$ cat src/rtl/jk_bank_seq.sv
// Command sequencer driving the j/k inputs of a WIDTH-bit JK flip-flop bank (load/toggle/count).
// Optional build macro COUNT_SAT_EN: counts saturate at all-ones/all-zeros and finish early.
//
// state  | meaning
// IDLE   | ready for a command, bank holds (j=k=0)
// RUN    | driving j/k from latched op and live q_fb, one bank update per edge
// DONE   | one-cycle completion pulse, bank holds
module jk_bank_seq #(
    parameter int WIDTH = 4,
    parameter int LEN_W = 8
) (
    input  logic             clk,
    input  logic             rst_n,
    input  logic             cmd_valid,
    output logic             cmd_ready,
    input  logic [1:0]       cmd_op,
    input  logic [WIDTH-1:0] cmd_data,
    input  logic [LEN_W-1:0] cmd_len,
    input  logic [WIDTH-1:0] q_fb,
    output logic [WIDTH-1:0] j,
    output logic [WIDTH-1:0] k,
    output logic             busy,
    output logic             done
);

    typedef enum logic [1:0] {S_IDLE, S_RUN, S_DONE} state_t;

    localparam logic [1:0] OP_LOAD   = 2'b00;
    localparam logic [1:0] OP_TOGGLE = 2'b01;
    localparam logic [1:0] OP_UP     = 2'b10;
    localparam logic [1:0] OP_DOWN   = 2'b11;

    state_t            state, state_nxt;
    logic [1:0]        op_q;
    logic [WIDTH-1:0]  data_q;
    logic [LEN_W-1:0]  remaining;
    logic [WIDTH-1:0]  up_t, down_t;
    logic [WIDTH-1:0]  lo_mask;
    logic              sat_hit;
    logic              accept;

    assign accept    = (state == S_IDLE) && cmd_valid;
    assign cmd_ready = (state == S_IDLE);
    assign busy      = (state != S_IDLE);
    assign done      = (state == S_DONE);

    always_ff @(posedge clk or negedge rst_n) begin
        if (!rst_n) begin
            state     <= S_IDLE;
            op_q      <= OP_LOAD;
            data_q    <= '0;
            remaining <= '0;
        end else begin
            state <= state_nxt;
            if (accept) begin
                op_q      <= cmd_op;
                data_q    <= cmd_data;
                remaining <= cmd_len;
            end else if (state == S_RUN && remaining != '0) begin
                remaining <= remaining - 1'b1;
            end
        end
    end

    // Bit i toggles when all lower bits are 1 (up) or all lower bits are 0 (down).
    always_comb begin
        up_t    = '0;
        down_t  = '0;
        lo_mask = '0;
        up_t[0]   = 1'b1;
        down_t[0] = 1'b1;
        for (int i = 1; i < WIDTH; i++) begin
            lo_mask   = WIDTH'((1 << i) - 1);
            up_t[i]   = ((q_fb | ~lo_mask) == '1);
            down_t[i] = ((q_fb & lo_mask) == '0);
        end
    end

    always_comb begin
        sat_hit = 1'b0;
`ifdef COUNT_SAT_EN
        sat_hit = ((op_q == OP_UP) && (q_fb == '1)) || ((op_q == OP_DOWN) && (q_fb == '0));
`endif
    end

    always_comb begin
        state_nxt = state;
        j         = '0;
        k         = '0;
        case (state)
            S_IDLE: begin
                if (cmd_valid) begin
                    if (cmd_op != OP_LOAD && cmd_len == '0) state_nxt = S_DONE;
                    else                                    state_nxt = S_RUN;
                end
            end
            S_RUN: begin
                if (sat_hit) begin
                    state_nxt = S_DONE;
                end else begin
                    case (op_q)
                        OP_LOAD:   begin j = data_q; k = ~data_q; end
                        OP_TOGGLE: begin j = data_q; k = data_q;  end
                        OP_UP:     begin j = up_t;   k = up_t;    end
                        default:   begin j = down_t; k = down_t;  end
                    endcase
                    if (op_q == OP_LOAD || remaining == LEN_W'(1)) state_nxt = S_DONE;
                end
            end
            S_DONE:  state_nxt = S_IDLE;
            default: state_nxt = S_IDLE;
        endcase
    end

endmodule

$ cat config.mk
export PLATFORM = sky130hd
export DESIGN_NAME = jk_bank_seq
export DESIGN_NICKNAME = d
export VERILOG_FILES = /design/src/rtl/jk_bank_seq.sv
export SDC_FILE = /design/constraint.sdc
export NUM_CORES = 1
export LEC_CHECK = 0
export CAP_MARGIN = 0
export CELL_PAD_IN_SITES_DETAIL_PLACEMENT = 1
export CELL_PAD_IN_SITES_GLOBAL_PLACEMENT = 2
export CORE_MARGIN = 2
export CORE_UTILIZATION = 28
export CTS_BUF_LIST = sky130_fd_sc_hd__clkbuf_16
export DETAILED_ROUTE_END_ITERATION = 8
export HOLD_SLACK_MARGIN = 0.06
export PLACE_DENSITY = 0.89
export SLEW_MARGIN = 40
export SYNTH_ARGS = -nofsm -noshare
export SYNTH_HDL_FRONTEND = slang
export SYNTH_SLANG_ARGS = --single-unit
$ cat constraint.sdc
create_clock -name clk -period 3.1 [get_ports clk]
set_input_delay 0.93 -clock clk [delete_from_list [all_inputs] [get_ports clk]]
set_output_delay 0.93 -clock clk [all_outputs]
set_load 0.1 [all_outputs]
==> out/metrics.csv <==
stage,metric,value,unit
clock_tree,root_buffer,clkbuf_16,
detailed_routing,firstDrtPassIters,4,
final_layout,final_nets,190,
final_layout,multiInputGateArea,732.0,um^2
grt,grt_first_pass_wirelength,5361,um
synthesis,syn_inst,132,
die,die_h,66.17,um
final_layout,final_common_cell,nand2_1,
critical_path,worstPathRequired,2.17,ns
synthesis,synthesis.nets,156,
timing,fin_crit,3.020,ns
critical_path,cp-end-kind,primary output,
timing,clock.fmax,0.3311,GHz
flow_run,maxCapViolCount,0,
synthesis,synth-seq-cells,16,
timing,rsz0062_at_grt,false,
synthesis,yosys_most_used_dff,dfrtp_1,
detailed_routing,wl_per_cell,15.51,um
critical_path,arrival,2.09,ns
detailed_routing,dr_total_vias,1116,
detailed_routing,ant_nets,0,
critical_path,critPathLaunchType,input port,
synthesis,postSynthAreaPerCell,8.199,um^2
die,fp.dieW,66.17,um
clock_tree,cts_sinks,16,
grt,antenna_found_initial,0,
detailed_routing,route.detailed.drc,0,
clock_tree,worstSkewPairLatency,0.25,ns
die,io_pins,32,
synthesis,ys.warnings.count,0,
final_layout,final_cell_mix,"nand2_1 (26), dfrtp_1 (16), clkdlybuf4s50_1 (15), nor2_1 (12), buf_12 (8)",
synthesis,synth_edf_count,0,
synthesis,ys_types,40,
synthesis,yosysTopAreaCell,dfrtp_1,
place,place_inst,209,
synthesis,async_reset_ff_frac,1.000,
final_layout,antenna_cells,0,
clock_tree,postCtsSetupBuffers,0,
place,place_congestion,0.8113,
grt,grt_max_degree,17,
timing,skew,0.004836,ns
place,dp_hpwl,2513,um
final_layout,area_growth,55.95,%
clock_tree,path_clk_slew,0.05,ns
clock_tree,cts-hold-fix-buffers,0,
synthesis,synth_top_area_frac,0.3699,
die,placementRows,22,
grt,overflow,0,
clock_tree,h-tree-depth,1,
final_layout,finalNonFillerCells,212,
timing,finalSetupViolations,0,
run_status,status,"complete, no violations",
clock_tree,cts_tree,yes,
die,core_area,3689,um^2
min_path,hold_path.class,reg -> reg,
detailed_routing,wl,3289,um
die,start_util,0.2934,
final_layout,regArea,400.4,um^2
timing,tightestPinTransition,0.5155,ns
final_layout,nFillCells,435,
critical_path,path_class,in -> out,
synthesis,synth_seq_area_share,0.3699,
grt,first_global_vias,1177,
die,dieArea,4378,um^2
final_layout,drive_above_1_share,0.2378,
detailed_routing,avgViaCountPerCell,5.264,
synthesis,synth_area,1082,um^2
critical_path,path_max_fanout,3,
timing,fin_crit_sh,0.9743,
synthesis,yosys-top-cells-area,"dfrtp_1 (37%), nand2_1 (9.4%), nor2_1 (5.2%)",
timing,setup_tns,0,ns
grt,grt_use_total,0.1616,
timing,hold_viol_final,0,
clock_tree,cts_buffers,3,
detailed_routing,drt_iter0_drc,19,
place,io_buffer_count,30,
clock_tree,cts_max_path_buffers,2,
timing,slew_headroom,0.6563,
timing,slew_viol_final,0,
[cells in the mapped netlist (2+ instances only)]
master / count
nand2_1: 27
dfrtp_1: 16
nor2_1: 15
a21oi_1: 7
inv_1: 6
nand3_1: 6
a211oi_1: 4
nand2b_1: 4
buf_2: 3
ha_1: 3
o21ai_0: 3
xor2_1: 3
clkbuf_1: 2
nand4_1: 2
nor2b_1: 2
nor3_1: 2
nor4_1: 2
o211a_1: 2
o311ai_0: 2
[sequential cells by signal, summed over array words and instances, names as in the netlist]
register and flops:
data_q 4, remaining 8, op_q 2, state 2
[stage by stage]
stage	setup WS, ns	area (um^2)	hold slack (ns)	utilization
2_1_floorplan	-0.3277	1127	0.4467	-
3_3_place_gp	-0.1418	1568	0.4646	0.4250
3_5_place_dp	-0.2054	1568	0.4793	0.4250
4_1_cts	0.02087	1659	0.4898	0.4498
5_1_grt	0.01792	1688	0.5094	0.4576
6_report	0.07980	1688	0.4902	0.4576
[path summary, 6_finish.rpt]
check                               start            to  slack [ns]  depth (start not counted)
worst max-delay path              q_fb[0]          k[2]        0.08                          6
worst min-delay path            data_q[1]     data_q[1]        0.49                          2
worst max register to register   state[1]  remaining[5]        1.16                          5
worst min register to register  data_q[1]     data_q[1]        0.49                          2
max in group asynchronous           rst_n  remaining[4]        2.23                          1
min in group asynchronous           rst_n  remaining[1]        0.59                          1
[cell families after synthesis]
logic type                 synth area share
AOI/OAI and AO/OA                    0.2104
buffers and inverters               0.04162
xor gates and xnor gates            0.03238
DFF                                  0.3699
muxes                              0.009249
and+or+nand+nor                      0.3017
adders and majority gates           0.03469
[routing by layer]
metal / routed length [um] / global-route usage
met1: 1382 / 0.1860
met2: 1766 / 0.3075
met3: 106 / 0.02044
met4: 33 / 0.04592
met5: 0 / 0
[what timing repair did]
action                     in CTS  in global routing
setup endpoints to repair       5                  3
gates resized for setup         5                  7
pin swaps                       1                  2
[critical path, stage by stage]
cell and delay [ns]:
dlygate4sd2_1 0.26, nand2b_4 0.17, mux2i_2 0.22, nand2_2 0.13, a21oi_4 0.18, buf_12 0.19
[area by class of cell]
cell class,instances,share of cell area
multi-input combinational,105,0.4337
sequential,16,0.2372
timing repair buffer,34,0.2357
clock buffer,3,0.04448
tap,48,0.03558
inverter,6,0.01334
Power is left out: the tool's default activity adds up to more than one toggle a clock period on the data nets, which glitch-free logic cannot reach.
